--- src/rtl/wb_rr_arbiter.sv ---
// wb_rr_arbiter: round-robin Wishbone B3 arbiter sharing one slave among NUM_MASTERS masters.
//
// Ports:
//   wb_clk_i, wb_rst_n_i     clock, synchronous active-low reset
//   m_*_i                    flattened master requests, master k at slice k
//   m_dat_o                  slave read data broadcast to every master slice
//   m_ack_o/m_err_o/m_rty_o  slave responses routed to the granted master only
//   s_*_o / s_*_i            single slave port, driven from the granted master
//   grant_o                  registered one-hot grant
//   busy_o                   high whenever the arbiter is not IDLE
//
// Optional: define WB_RR_ARBITER_WATCHDOG_EN to add a stall watchdog that aborts
// a cycle with an error after TIMEOUT unanswered strobe cycles.
module wb_rr_arbiter #(
  parameter int NUM_MASTERS = 2,
  parameter int AW          = 32,
  parameter int DW          = 32,
  parameter int TIMEOUT     = 255
) (
  input  logic                          wb_clk_i,
  input  logic                          wb_rst_n_i,
  input  logic [AW*NUM_MASTERS-1:0]     m_adr_i,
  input  logic [DW*NUM_MASTERS-1:0]     m_dat_i,
  input  logic [(DW/8)*NUM_MASTERS-1:0] m_sel_i,
  input  logic [NUM_MASTERS-1:0]        m_we_i,
  input  logic [NUM_MASTERS-1:0]        m_cyc_i,
  input  logic [NUM_MASTERS-1:0]        m_stb_i,
  input  logic [3*NUM_MASTERS-1:0]      m_cti_i,
  input  logic [2*NUM_MASTERS-1:0]      m_bte_i,
  output logic [DW*NUM_MASTERS-1:0]     m_dat_o,
  output logic [NUM_MASTERS-1:0]        m_ack_o,
  output logic [NUM_MASTERS-1:0]        m_err_o,
  output logic [NUM_MASTERS-1:0]        m_rty_o,
  output logic [AW-1:0]                 s_adr_o,
  output logic [DW-1:0]                 s_dat_o,
  output logic [DW/8-1:0]               s_sel_o,
  output logic                          s_we_o,
  output logic                          s_cyc_o,
  output logic                          s_stb_o,
  output logic [2:0]                    s_cti_o,
  output logic [1:0]                    s_bte_o,
  input  logic [DW-1:0]                 s_dat_i,
  input  logic                          s_ack_i,
  input  logic                          s_err_i,
  input  logic                          s_rty_i,
  output logic [NUM_MASTERS-1:0]        grant_o,
  output logic                          busy_o
);
`ifdef WB_RR_ARBITER_WATCHDOG_EN
  localparam int IW = $clog2(NUM_MASTERS);
  localparam logic [7:0] WD_LIMIT = 8'(TIMEOUT);
  typedef enum logic [1:0] {IDLE, GRANT, ABORT} state_t;
  logic [7:0] wd_q, wd_d;
  logic       err_q, err_d;
`else
  // TIMEOUT has no effect without the watchdog; it only keeps the parameter list identical.
  localparam int IW = $clog2(NUM_MASTERS) + 0 * TIMEOUT;
  typedef enum logic {IDLE, GRANT} state_t;
`endif
  localparam logic [IW-1:0] LAST_RST = IW'(NUM_MASTERS - 1);

  state_t                 state_q, state_d;
  logic [NUM_MASTERS-1:0] grant_q, grant_d, sel;
  logic [IW-1:0]          last_q, last_d, idx_q, idx_d, pick, cand;
  logic                   found, resp;

  assign resp    = s_ack_i | s_err_i | s_rty_i;
  assign sel     = (state_q == GRANT) ? grant_q : '0;
  assign grant_o = grant_q;
  assign busy_o  = state_q != IDLE;
  assign m_dat_o = {NUM_MASTERS{s_dat_i}};
  assign m_ack_o = sel & {NUM_MASTERS{s_ack_i}};
  assign m_rty_o = sel & {NUM_MASTERS{s_rty_i}};
`ifdef WB_RR_ARBITER_WATCHDOG_EN
  assign m_err_o = (sel & {NUM_MASTERS{s_err_i}}) | (err_q ? grant_q : '0);
`else
  assign m_err_o = sel & {NUM_MASTERS{s_err_i}};
`endif

  // Rotating priority: scan upward from the master after the last owner, with wrap.
  always_comb begin
    pick  = last_q;
    found = 1'b0;
    cand  = '0;
    for (int i = 1; i <= NUM_MASTERS; i++) begin
      cand = IW'((int'(last_q) + i) % NUM_MASTERS);
      if (!found && m_cyc_i[cand]) begin
        pick  = cand;
        found = 1'b1;
      end
    end
  end

  // Slave side is a one-hot AND-OR mux; all zeros unless a grant is live in GRANT.
  always_comb begin
    s_adr_o = '0;
    s_dat_o = '0;
    s_sel_o = '0;
    s_we_o  = 1'b0;
    s_cyc_o = 1'b0;
    s_stb_o = 1'b0;
    s_cti_o = '0;
    s_bte_o = '0;
    for (int k = 0; k < NUM_MASTERS; k++) begin
      if (sel[k]) begin
        s_adr_o = m_adr_i[AW*k +: AW];
        s_dat_o = m_dat_i[DW*k +: DW];
        s_sel_o = m_sel_i[(DW/8)*k +: DW/8];
        s_we_o  = m_we_i[k];
        s_cyc_o = m_cyc_i[k];
        s_stb_o = m_stb_i[k];
        s_cti_o = m_cti_i[3*k +: 3];
        s_bte_o = m_bte_i[2*k +: 2];
      end
    end
  end

  always_comb begin
    state_d = state_q;
    grant_d = grant_q;
    last_d  = last_q;
    idx_d   = idx_q;
`ifdef WB_RR_ARBITER_WATCHDOG_EN
    wd_d    = '0;
    err_d   = 1'b0;
`endif
    case (state_q)
      IDLE: if (found) begin
        state_d = GRANT;
        idx_d   = pick;
        grant_d = NUM_MASTERS'(1) << pick;
      end
      // Ownership ends only on a cyc drop, so bursts are never split.
      GRANT: if (!m_cyc_i[idx_q]) begin
        state_d = IDLE;
        last_d  = idx_q;
        grant_d = '0;
      end
`ifdef WB_RR_ARBITER_WATCHDOG_EN
      else if (!resp && s_stb_o) begin
        wd_d = wd_q + 8'd1;
        if (wd_d == WD_LIMIT) begin
          state_d = ABORT;
          err_d   = 1'b1;
          wd_d    = '0;
        end
      end else if (!resp) wd_d = wd_q;
      ABORT: if (!m_cyc_i[idx_q]) begin
        state_d = IDLE;
        last_d  = idx_q;
        grant_d = '0;
      end
`endif
      default: state_d = IDLE;
    endcase
  end

  always_ff @(posedge wb_clk_i) begin
    if (!wb_rst_n_i) begin
      state_q <= IDLE;
      grant_q <= '0;
      last_q  <= LAST_RST;
      idx_q   <= '0;
    end else begin
      state_q <= state_d;
      grant_q <= grant_d;
      last_q  <= last_d;
      idx_q   <= idx_d;
    end
  end

`ifdef WB_RR_ARBITER_WATCHDOG_EN
  always_ff @(posedge wb_clk_i) begin
    if (!wb_rst_n_i) begin
      wd_q  <= '0;
      err_q <= 1'b0;
    end else begin
      wd_q  <= wd_d;
      err_q <= err_d;
    end
  end
`endif
endmodule
--- config.mk ---
export PLATFORM = sky130hd
export DESIGN_NAME = wb_rr_arbiter
export DESIGN_NICKNAME = d
export VERILOG_FILES = /design/src/rtl/wb_rr_arbiter.sv
export SDC_FILE = /design/constraint.sdc
export NUM_CORES = 1
export LEC_CHECK = 0
export ABC_AREA = 1
export BUFFER_PORTS_ARGS = -buffer_cell sky130_fd_sc_hd__buf_2
export CAP_MARGIN = 15
export CELL_PAD_IN_SITES_DETAIL_PLACEMENT = 0
export CELL_PAD_IN_SITES_GLOBAL_PLACEMENT = 1
export CORE_ASPECT_RATIO = 0.5
export CORE_MARGIN = 2
export CORE_UTILIZATION = 15
export DETAILED_ROUTE_END_ITERATION = 8
export PLACE_DENSITY_LB_ADDON = 0.1
export SYNTH_ARGS = -nofsm -noshare
export SYNTH_HDL_FRONTEND = slang
export SYNTH_SLANG_ARGS = --single-unit
export TNS_END_PERCENT = 5
--- constraint.sdc ---
create_clock -name wb_clk_i -period 1.2 [get_ports wb_clk_i]
set_input_delay 0.24 -clock wb_clk_i [delete_from_list [all_inputs] [get_ports wb_clk_i]]
set_output_delay 0.24 -clock wb_clk_i [all_outputs]
set_load 0.01 [all_outputs]
==> results.toml <==
[yosys]
synthArstFlopShare_pct = 0
synth_edf_count = 0
ys_top_cells_by_area = "buf_4, nand3_1, nand2_1"
synth_seq_area_share_pct = 4.91
ys.flop_type = "dfxtp_1"
synth_common_cells = "nand2_1, nand3_1, buf_4, o21ai_0, o21ai_1"
synth.distinct_cells = 17
synth_top_area_share_pct = 25.4
synth_area_per_cell_sq_um = 5.62
yosysMostFrequentCell = "nand2_1"
yosys_register_bits = 5
synth_fp_nets = 552
ys_warn_count = 0
netlist_area_sq_um = 2040
synthCells = 363
yosys.area.top_type = "buf_4"

[clocking]
cts_hold_buffers = 0
clkSinkCount = 5
clockRootBuffer = "clkbuf_16"
cts_max_level = 1
cts_buffers = 3
cts.path.max_buffers = 2
path_clk_slew_ns = 0.03
cts_tree = "yes"
clk_latency_ns = 0.23

[drt]
routedWlPerCell_um = 15.9
drcViolationCount = 0
ant_nets = 0
vias = 2987
wirelength_um = 11300
routed_via_density = 4.20
first_pass_iters = 4
drtIter0Drc = 95

[sta]
setup_viol = 83
finalSetupTns_ns = -21.22
worst_slew_pin_slew_ns = 0.179
min_period_ns = 1.49
drv_slew = 0
finalCritPeriodShare_pct = 124
hold_violations = 0
rsz0062_at_grt = "true"
fmax_mhz = 670
finalWorstSetupSlack_ns = -0.292
slew_headroom_pct = 88.0
skew_ns = 0.00144

[die]
start_util_pct = 15.2
die_h_um = 86.5
core_area_sq_um = 13400
design.die.area_sq_um = 14600
rows = 30
die_x_um = 169
pin_count = 338

[global_route]
gr-total-overflow = 0
grtUsageTotal_pct = 13.2
antenna_found_initial = 0
grt_max_degree = 28
first_global_vias = 2758
grt_pass1_wl_um = 15500

[job]
cap_viol_max_count = 0

[pwr]
leakagePower_nw = 1.93
fin_total_pwr_w = 0.00201
vdd_drop_max_v = 0.000541
power_density_nw_per_um2 = 588

[placed_design]
place.gp.congestion = 0.729
port-buffer-count = 241
dp_hpwl_um = 8630
dp.cells = 701

[finish]
final_cells = 711
n_fill_cell = 1547
n_antenna_cell = 0
multi_input_area_sq_um = 1310
final_net_count = 725
drive_gt1_share_pct = 57.6
syn2layout_area_growth_pct = 67.6
seqCellArea_sq_um = 109

[critical_path]
crit_path_start_kind = "register"
worstSetupStartpoint = "busy_o$_SDFF_PN0_"
worstSetupEndpointType = "primary output"
arrival_ns = 1.25
path_class = "reg -> out"
crit_path_max_fanout = 7
reg2reg_from = "busy_o$_SDFF_PN0_"
required_ns = 0.96

[status]
status = "complete, but fails checks"
violations = "negative setup slack"

[min_path]
min-delay-start = "wb_rst_n_i"
hp-class = "in -> reg"
registers in the layout (all words and copies together), names as in the netlist:
register,count
grant_o,2
busy_o,1
idx_q,1
last_q,1
power breakdown:
part / internal (W) / switching, W
Clock: 0.000440 / 0.000102
Combinational: 0.000598 / 0.000654
Sequential: 0.000183 / 0.0000313
kinds of logic (layout without fill, tap and decap cells):
family | after synthesis | in the layout | synth area share [%]
buf+inv | 106 | 278 | 36.9
compound gates | 82 | 82 | 21.6
flops | 5 | 5 | 4.91
simple gates | 170 | 170 | 36.6
area by class of cell:
| cell class | count | area share, % |
|---|---|---|
| multi-input combinational | 252 | 38.2 |
| timing repair buffer | 266 | 48.6 |
| sequential | 5 | 3.18 |
| clock buffer | 4 | 2.31 |
| inverter | 8 | 1.24 |
| tap | 176 | 6.44 |
layer usage:
metal	up-vias	track usage, %	part of all wire, %
li1	1503	-	-
met1	1305	14.9	39
met2	161	25.6	51
met3	18	3.15	8.0
met4	0	2.59	1.7
met5	-	0	0
repair_timing:
action | CTS | global route
gates cloned | 2 | 4
setup endpoints to repair | 84 | 87
buffers inserted | 1 | 0
pin swaps | 0 | 9
resized for setup | 21 | 44
worst max-delay path, cell delays in order, from the launching register on:
cell	delay, ns
dfxtp_4	0.42
nand2_8	0.12
buf_12	0.16
buf_6	0.12
nor2_1	0.08
buf_2	0.13
metrics by stage:
stage / hold slack, ns / setup WS (ns) / utilization [%] / area (sq um)
detailed placement: 0.452 / -0.137 / 22.3 / 2990
CTS: 0.242 / -0.308 / 23.9 / 3210
global placement: 0.447 / -0.149 / 22.3 / 2990
global route: 0.262 / -0.360 / 25.5 / 3420
finish: 0.244 / -0.292 / 25.5 / 3420
floorplan: 0.324 / -0.0492 / - / 2040
cell usage in the layout (no fill, tap or decap):
cell | netlist | final
buf_4 | 69 | 3
nand2_2 | 0 | 5
o21ai_0 | 39 | 1
dfxtp_1 | 5 | 2
nor2_1 | 8 | 7
nor2_4 | 0 | 1
buf_16 | 0 | 2
buf_2 | 10 | 239
dfxtp_4 | 0 | 2
clkinv_8 | 0 | 1
o21ai_2 | 6 | 24
nand2_1 | 81 | 73
o22ai_2 | 1 | 1
buf_6 | 10 | 7
buf_12 | 0 | 9
nand3_1 | 80 | 80
o21ai_1 | 33 | 53
a21oi_1 | 3 | 3
dfxtp_2 | 0 | 1
nand2_8 | 0 | 1
inv_1 | 7 | 7
buf_8 | 0 | 2
nand2_4 | 1 | 3
clkbuf_1 | 3 | 1
clkbuf_16 | 0 | 7
path summary, 6_finish.rpt:
kind,to,depth (start not counted),slack [ns]
worst max-delay path,m_ack_o[0],5,-0.29
worst min-delay path,last_q$_SDFFE_PN1P_,2,0.24
worst max register to register,grant_o[0]$_SDFFE_PN0P_,4,0.10
worst min register to register,last_q$_SDFFE_PN1P_,2,0.46
Power figures use the tool's default switching activity.
